File: src/rtl/lane_car_ctrl.sv
// Player-car lane controller: edge-detected left/right presses slide the car
// between lanes, with a one-deep pending move and a timed crash freeze.
module lane_car_ctrl #(
  parameter int NUM_LANES   = 3,
  parameter int LANE0_X     = 197,
  parameter int LANE_PITCH  = 82,
  parameter int CAR_Y       = 357,
  parameter int SLIDE_STEP  = 41,
  parameter int CRASH_TICKS = 16
) (
  input  logic       logic_clk,
  input  logic       reset,
  input  logic       left,
  input  logic       right,
  input  logic       collision,
  output logic [9:0] car_x,
  output logic [9:0] car_y,
  output logic [2:0] lane,
  output logic       moving,
  output logic       crashed
);

  typedef enum logic [1:0] {IDLE, SLIDE, CRASH} state_t;

  localparam int             CW        = (CRASH_TICKS > 1) ? $clog2(CRASH_TICKS) : 1;
  localparam logic [CW-1:0]  CNT_INIT  = CW'(CRASH_TICKS - 1);
  localparam logic [2:0]     LAST_LANE = 3'(NUM_LANES - 1);
  localparam logic [2:0]     HOME_LANE = 3'(NUM_LANES / 2);
  localparam logic [9:0]     STEP      = 10'(SLIDE_STEP);

  function automatic logic [9:0] laneX(input logic [2:0] n);
    laneX = 10'(LANE0_X + int'(n) * LANE_PITCH);
  endfunction

  state_t        r_state, w_state;
  logic [2:0]    r_lane, w_lane;
  logic [2:0]    r_target, w_target;
  logic [9:0]    r_carX, w_carX;
  logic          r_pendValid, w_pendValid;
  logic          r_pendRight, w_pendRight;
  logic [CW-1:0] r_cnt, w_cnt;
  logic          r_leftPrev, r_rightPrev;

  logic          w_lp, w_rp, w_press;
  logic          w_chainValid, w_chainRight;
  logic [9:0]    w_stepX;

  always_ff @(posedge logic_clk) begin
    r_leftPrev  <= left;
    r_rightPrev <= right;
    if (reset) begin
      r_state     <= IDLE;
      r_lane      <= HOME_LANE;
      r_target    <= HOME_LANE;
      r_carX      <= laneX(HOME_LANE);
      r_pendValid <= 1'b0;
      r_pendRight <= 1'b0;
      r_cnt       <= '0;
    end else begin
      r_state     <= w_state;
      r_lane      <= w_lane;
      r_target    <= w_target;
      r_carX      <= w_carX;
      r_pendValid <= w_pendValid;
      r_pendRight <= w_pendRight;
      r_cnt       <= w_cnt;
    end
  end

  // Simultaneous left and right rises cancel each other out.
  always_comb begin
    w_lp         = left & ~r_leftPrev & ~(right & ~r_rightPrev);
    w_rp         = right & ~r_rightPrev & ~(left & ~r_leftPrev);
    w_press      = w_lp | w_rp;
    w_chainValid = w_press | r_pendValid;
    w_chainRight = w_press ? w_rp : r_pendRight;
    w_stepX      = (r_target > r_lane) ? (r_carX + STEP) : (r_carX - STEP);

    w_state     = r_state;
    w_lane      = r_lane;
    w_target    = r_target;
    w_carX      = r_carX;
    w_pendValid = r_pendValid;
    w_pendRight = r_pendRight;
    w_cnt       = r_cnt;

    case (r_state)
      IDLE: begin
        if (collision) begin
          w_state     = CRASH;
          w_cnt       = CNT_INIT;
          w_pendValid = 1'b0;
        end else if (w_lp && r_lane != 3'd0) begin
          w_state  = SLIDE;
          w_target = r_lane - 3'd1;
          w_carX   = r_carX - STEP;
        end else if (w_rp && r_lane != LAST_LANE) begin
          w_state  = SLIDE;
          w_target = r_lane + 3'd1;
          w_carX   = r_carX + STEP;
        end
      end

      SLIDE: begin
        if (collision) begin
          w_state     = CRASH;
          w_cnt       = CNT_INIT;
          w_pendValid = 1'b0;
        end else begin
          w_carX = w_stepX;
          // On arrival a press seen this same edge takes precedence over the stored one.
          if (w_stepX == laneX(r_target)) begin
            w_lane      = r_target;
            w_pendValid = 1'b0;
            if (w_chainValid && w_chainRight && r_target != LAST_LANE) begin
              w_target = r_target + 3'd1;
            end else if (w_chainValid && !w_chainRight && r_target != 3'd0) begin
              w_target = r_target - 3'd1;
            end else begin
              w_state = IDLE;
            end
          end else if (w_press) begin
            w_pendValid = 1'b1;
            w_pendRight = w_rp;
          end
        end
      end

      CRASH: begin
        if (r_cnt == '0) begin
          w_state  = IDLE;
          w_carX   = laneX(r_lane);
          w_target = r_lane;
        end else begin
          w_cnt = r_cnt - 1'b1;
        end
      end

      default: w_state = IDLE;
    endcase
  end

  assign car_x   = r_carX;
  assign car_y   = 10'(CAR_Y);
  assign lane    = r_lane;
  assign moving  = (r_state == SLIDE);
  assign crashed = (r_state == CRASH);

endmodule

File: config.mk
export PLATFORM = sky130hd
export DESIGN_NAME = lane_car_ctrl
export DESIGN_NICKNAME = d
export VERILOG_FILES = /design/src/rtl/lane_car_ctrl.sv
export SDC_FILE = /design/constraint.sdc
export NUM_CORES = 1
export LEC_CHECK = 0
export CORE_MARGIN = 5
export CORE_UTILIZATION = 58
export DETAILED_ROUTE_END_ITERATION = 16
export GPL_ROUTABILITY_DRIVEN = 0
export PLACE_DENSITY = 0.81
export SLEW_MARGIN = 25
export SYNTH_ARGS = -nofsm -noshare
export SYNTH_HDL_FRONTEND = slang
export SYNTH_SLANG_ARGS = --single-unit
File: constraint.sdc
create_clock -name logic_clk -period 4 [get_ports logic_clk]
set_input_delay 0.6 -clock logic_clk [delete_from_list [all_inputs] [get_ports logic_clk]]
set_output_delay 0.6 -clock logic_clk [all_outputs]
set_load 0.02 [all_outputs]
==> results by group <==
Run status
  • Status: completed

Final layout
  • Fillers: 432
  • Diodes inserted: 0
  • Layout net count: 412
  • P&R area growth vs syn: 8.492%
  • Share of cells above drive strength 1: 7.592%
  • Fin util: 65.46%

STA
  • WHS: 0.5031 ns
  • Slew Limit Fails: 0
  • Worst slew margin: 56.14%
  • Worst setup margin: 0.4279 ns
  • # setup viols final: 0
  • Pin slew with the least headroom to its limit: 0.6578 ns
  • Fin Clk Skew: 0.002739 ns
  • Final Hold Fails: 0
  • Max Freq: 0.2799 GHz
  • Tcrit/Tclk final: 89.30%
  • Fin Setup TNS: 0 ns
  • Unrepaired setup endpoints after global routing: no
  • Tmin final: 3.572 ns

Synthesis
  • Distinct cells, synth: 62
  • Mapped cell area: 0.002888 mm2
  • Synth Register Bits: 26
  • Mapped Cells: 375
  • Syn avg cell area: 7.701 um2
  • Synth warn: 0
  • EDFF count, synth: 0
  • Seq/Total Area, Yosys: 18.02%
  • Top FF cell, synth: dfxtp_1
  • Ys async rst share: 0%

Worst setup path
  • Element type at the critical path start: register
  • Crit-path slowest cell: a2111oi_4
  • CP Max Fanout: 8
  • Setup Crit Path Kind: reg2reg
  • Flop2flop setup slack: 0.43 ns
  • CP Data Required Time: 4.20 ns
  • Worst path max stage delay: 0.50 ns
  • Crit path DAT: 3.77 ns
  • R2R cell count: 11
  • Worst r2r src: r_target[0]
  • CP Capture Type: register
  • Worst path cell trace: inv_1 -> ha_1 -> nand3_1 -> o21ai_0 -> nor2_2 -> mux2i_2 -> xnor3_1 -> nor4b_4 -> a41oi_2 -> a2111oi_4 -> mux2i_1
  • Reg2reg end: r_target[2]

Global route
  • Remaining Overflow, GRT: 0
  • Total track usage: 23.66%
  • Vias in the first global route: 2438
  • Pin count of the biggest net entering global routing: 30
  • Initial antenna violation count: 0
  • First-pass GRT wire length: 12.04 mm

Power and ir drop
  • Gate power share: 68.0%
  • Sw Ratio: 48.94%
  • Maximum vdd ir drop: 248.2 uV
  • LEAKAGE: 0.001284 uW
  • NetSw: 889.1 uW
  • Power Internal: 927.7 uW
  • Power Dens Cells: 579.9 mW/mm2
  • Flop pwr share: 22.5%
  • Clock share of power: 9.5%

Worst hold path
  • Hold Crit Class: reg2reg
  • WHS Endpoint: r_cnt[0]
  • Hold_sp: r_cnt[0]
  • Worst hold stages: 1

Floorplanning
  • Die span in x: 80.56 um
  • CORE AREA: 0.004786 mm2
  • Starting Density: 60.34%
  • FP Rows: 25
  • Die area: 0.006490 mm2
  • IO Count: 30
  • Chip height: 80.56 um

Clock tree
  • # hold bufs at CTS: 0
  • H-tree depth: 1
  • CTS Buffer Depth: 2
  • TritonCTS clock tree: yes
  • Post-CTS setup buffers: 0
  • Clock Latency Late Sink: 0.27 ns
  • CTS Sinks: 26
  • CTS root buf: clkbuf_8
  • Clock transition at path regs: 0.09 ns
  • CTS Buf Count: 3
  • Post-CTS sizing: 0

Route
  • Initial DRT Pass Iterations: 6
  • Post-DR vias/cell: 6.180
  • Via Count: 2775
  • Iter 0 DRT Violations: 313
  • Residual DRC: 0
  • Final WL: 7.452 mm
  • Routed Antenna Nets: 0
  • DR WL/cell: 16.60 um

Flow run
  • Max_cap viols: 0

Place
  • Port bufs: 19
  • Pre-CTS WS: 0.4658 ns
  • Dpl hpwl: 5.631 mm
==> power by group through the flow <==
| stage | combinational (uW) | sequential (uW) | clock, uW |
|---|---|---|---|
| 6_report | 1240 | 409 | 173 |
| 5_1_grt | 1340 | 418 | 188 |
| 4_1_cts | 1220 | 403 | 178 |
| 3_5_place_dp | 1210 | 409 | 0 |
| 3_3_place_gp | 1190 | 406 | 0 |
| 2_1_floorplan | 968 | 381 | 0 |
==> Yosys cell counts, types with 3 or more instances <==
master / count / area share [%]
nor2_1: 39 / 5.1
dfxtp_1: 26 / 18
o21ai_0: 23 / 4.0
ha_1: 22 / 9.5
inv_1: 22 / 2.9
nand2_1: 22 / 2.9
xnor2_1: 20 / 6.1
a21oi_1: 19 / 3.3
clkbuf_1: 16 / 2.1
nand2b_1: 13 / 2.8
mux2i_1: 12 / 4.2
nor3_1: 11 / 1.9
a211oi_1: 10 / 2.6
a22oi_1: 10 / 2.6
buf_4: 10 / 2.6
xor2_1: 8 / 2.4
nand3_1: 7 / 1.2
a211o_1: 6 / 1.8
a21o_1: 5 / 1.3
or3_1: 5 / 1.1
a311oi_1: 3 / 0.91
a31o_2: 3 / 0.91
a31oi_1: 3 / 0.65
buf_2: 3 / 0.52
nor2b_1: 3 / 0.65
o31a_1: 3 / 0.91
o31ai_1: 3 / 0.78
or2_2: 3 / 0.65
==> placed cells by master (no fill, tap or decap), types with 3 or more instances in the layout <==
cell type	netlist	final
a211o_1	6	6
a211oi_1	10	10
a21o_1	5	5
a21oi_1	19	19
a22oi_1	10	10
a311oi_1	3	3
a31o_2	3	3
a31oi_1	3	3
buf_4	10	8
clkbuf_8	0	4
clkdlybuf4s50_1	0	18
conb_1	2	10
dfxtp_1	26	26
ha_1	22	22
inv_1	22	22
mux2i_1	12	12
nand2_1	22	22
nand2b_1	13	13
nand3_1	7	7
nor2_1	39	39
nor2b_1	3	3
nor3_1	11	11
o21ai_0	23	23
o31a_1	3	3
o31ai_1	3	3
or2_2	3	3
or3_1	5	5
xnor2_1	20	20
xor2_1	8	8
==> per-stage QoR <==
| stage | instances | cell area [um2] | total power, uW |
|---|---|---|---|
| global placement | 445 | 3083 | 1591 |
| finish | 449 | 3133 | 1817 |
| detailed placement | 445 | 3083 | 1621 |
| floorplan | 383 | 2918 | 1349 |
| global route | 449 | 3133 | 1944 |
| CTS | 449 | 3138 | 1799 |
==> sequential cells by signal (all words and copies together) (netlist names) <==
name / flops
r_target: 3
lane: 3
r_leftPrev: 1
car_x: 10
r_rightPrev: 1
r_pendRight: 1
r_pendValid: 1
r_state: 2
r_cnt: 4
==> worst max path at each step <==
stage | start | endpoint | slack (ns) | cells past startpoint
floorplan | lane[1] | r_target[0] | 0.26 | 13
global placement | r_target[0] | r_target[0] | 0.61 | 11
detailed placement | r_target[0] | r_target[2] | 0.47 | 11
CTS | r_target[0] | r_target[2] | 0.43 | 11
global route | r_target[0] | r_target[2] | 0.20 | 11
finish | r_target[0] | r_target[2] | 0.43 | 11
==> routing by layer <==
metal | track usage [%] | vias up | routed length (um)
met5 | 0 | - | 0
met4 | 6.419 | 0 | 139
met3 | 3.700 | 18 | 714
met2 | 39.32 | 148 | 3468
met1 | 31.59 | 1283 | 3130
li1 | - | 1326 | -
==> final cells by class <==
cell class	instances	area, um2	area share (%)
multi-input cells	302	2142	68.37
clock buffers	4	55.05	1.757
flip-flops and latches	26	520.5	16.61
well taps	67	83.83	2.676
repair buffers	27	245.2	7.827
inverters	23	86.33	2.756
==> cell families after synthesis <==
group	count (synthesis)	synth area share, %
compound gates	107	26.30
xor+xnor	30	10.10
fa+ha+maj	24	10.92
buf+inv	55	8.839
flops	26	18.02
mux	13	4.636
other cells	2	0.2601
simple gates	118	20.93
==> critical path, delay by kind of cell, from the launching register on <==
| kind | cells | cell delay, ns |
|---|---|---|
| xor+xnor | 1 | 0.39 |
| mux | 2 | 0.56 |
| compound gates | 3 | 0.89 |
| simple gates | 3 | 0.76 |
| fa+ha+maj | 1 | 0.30 |
| buf+inv | 1 | 0.15 |
| flops | 1 | 0.45 |
No activity file was read; power rests on OpenSTA's default activity.
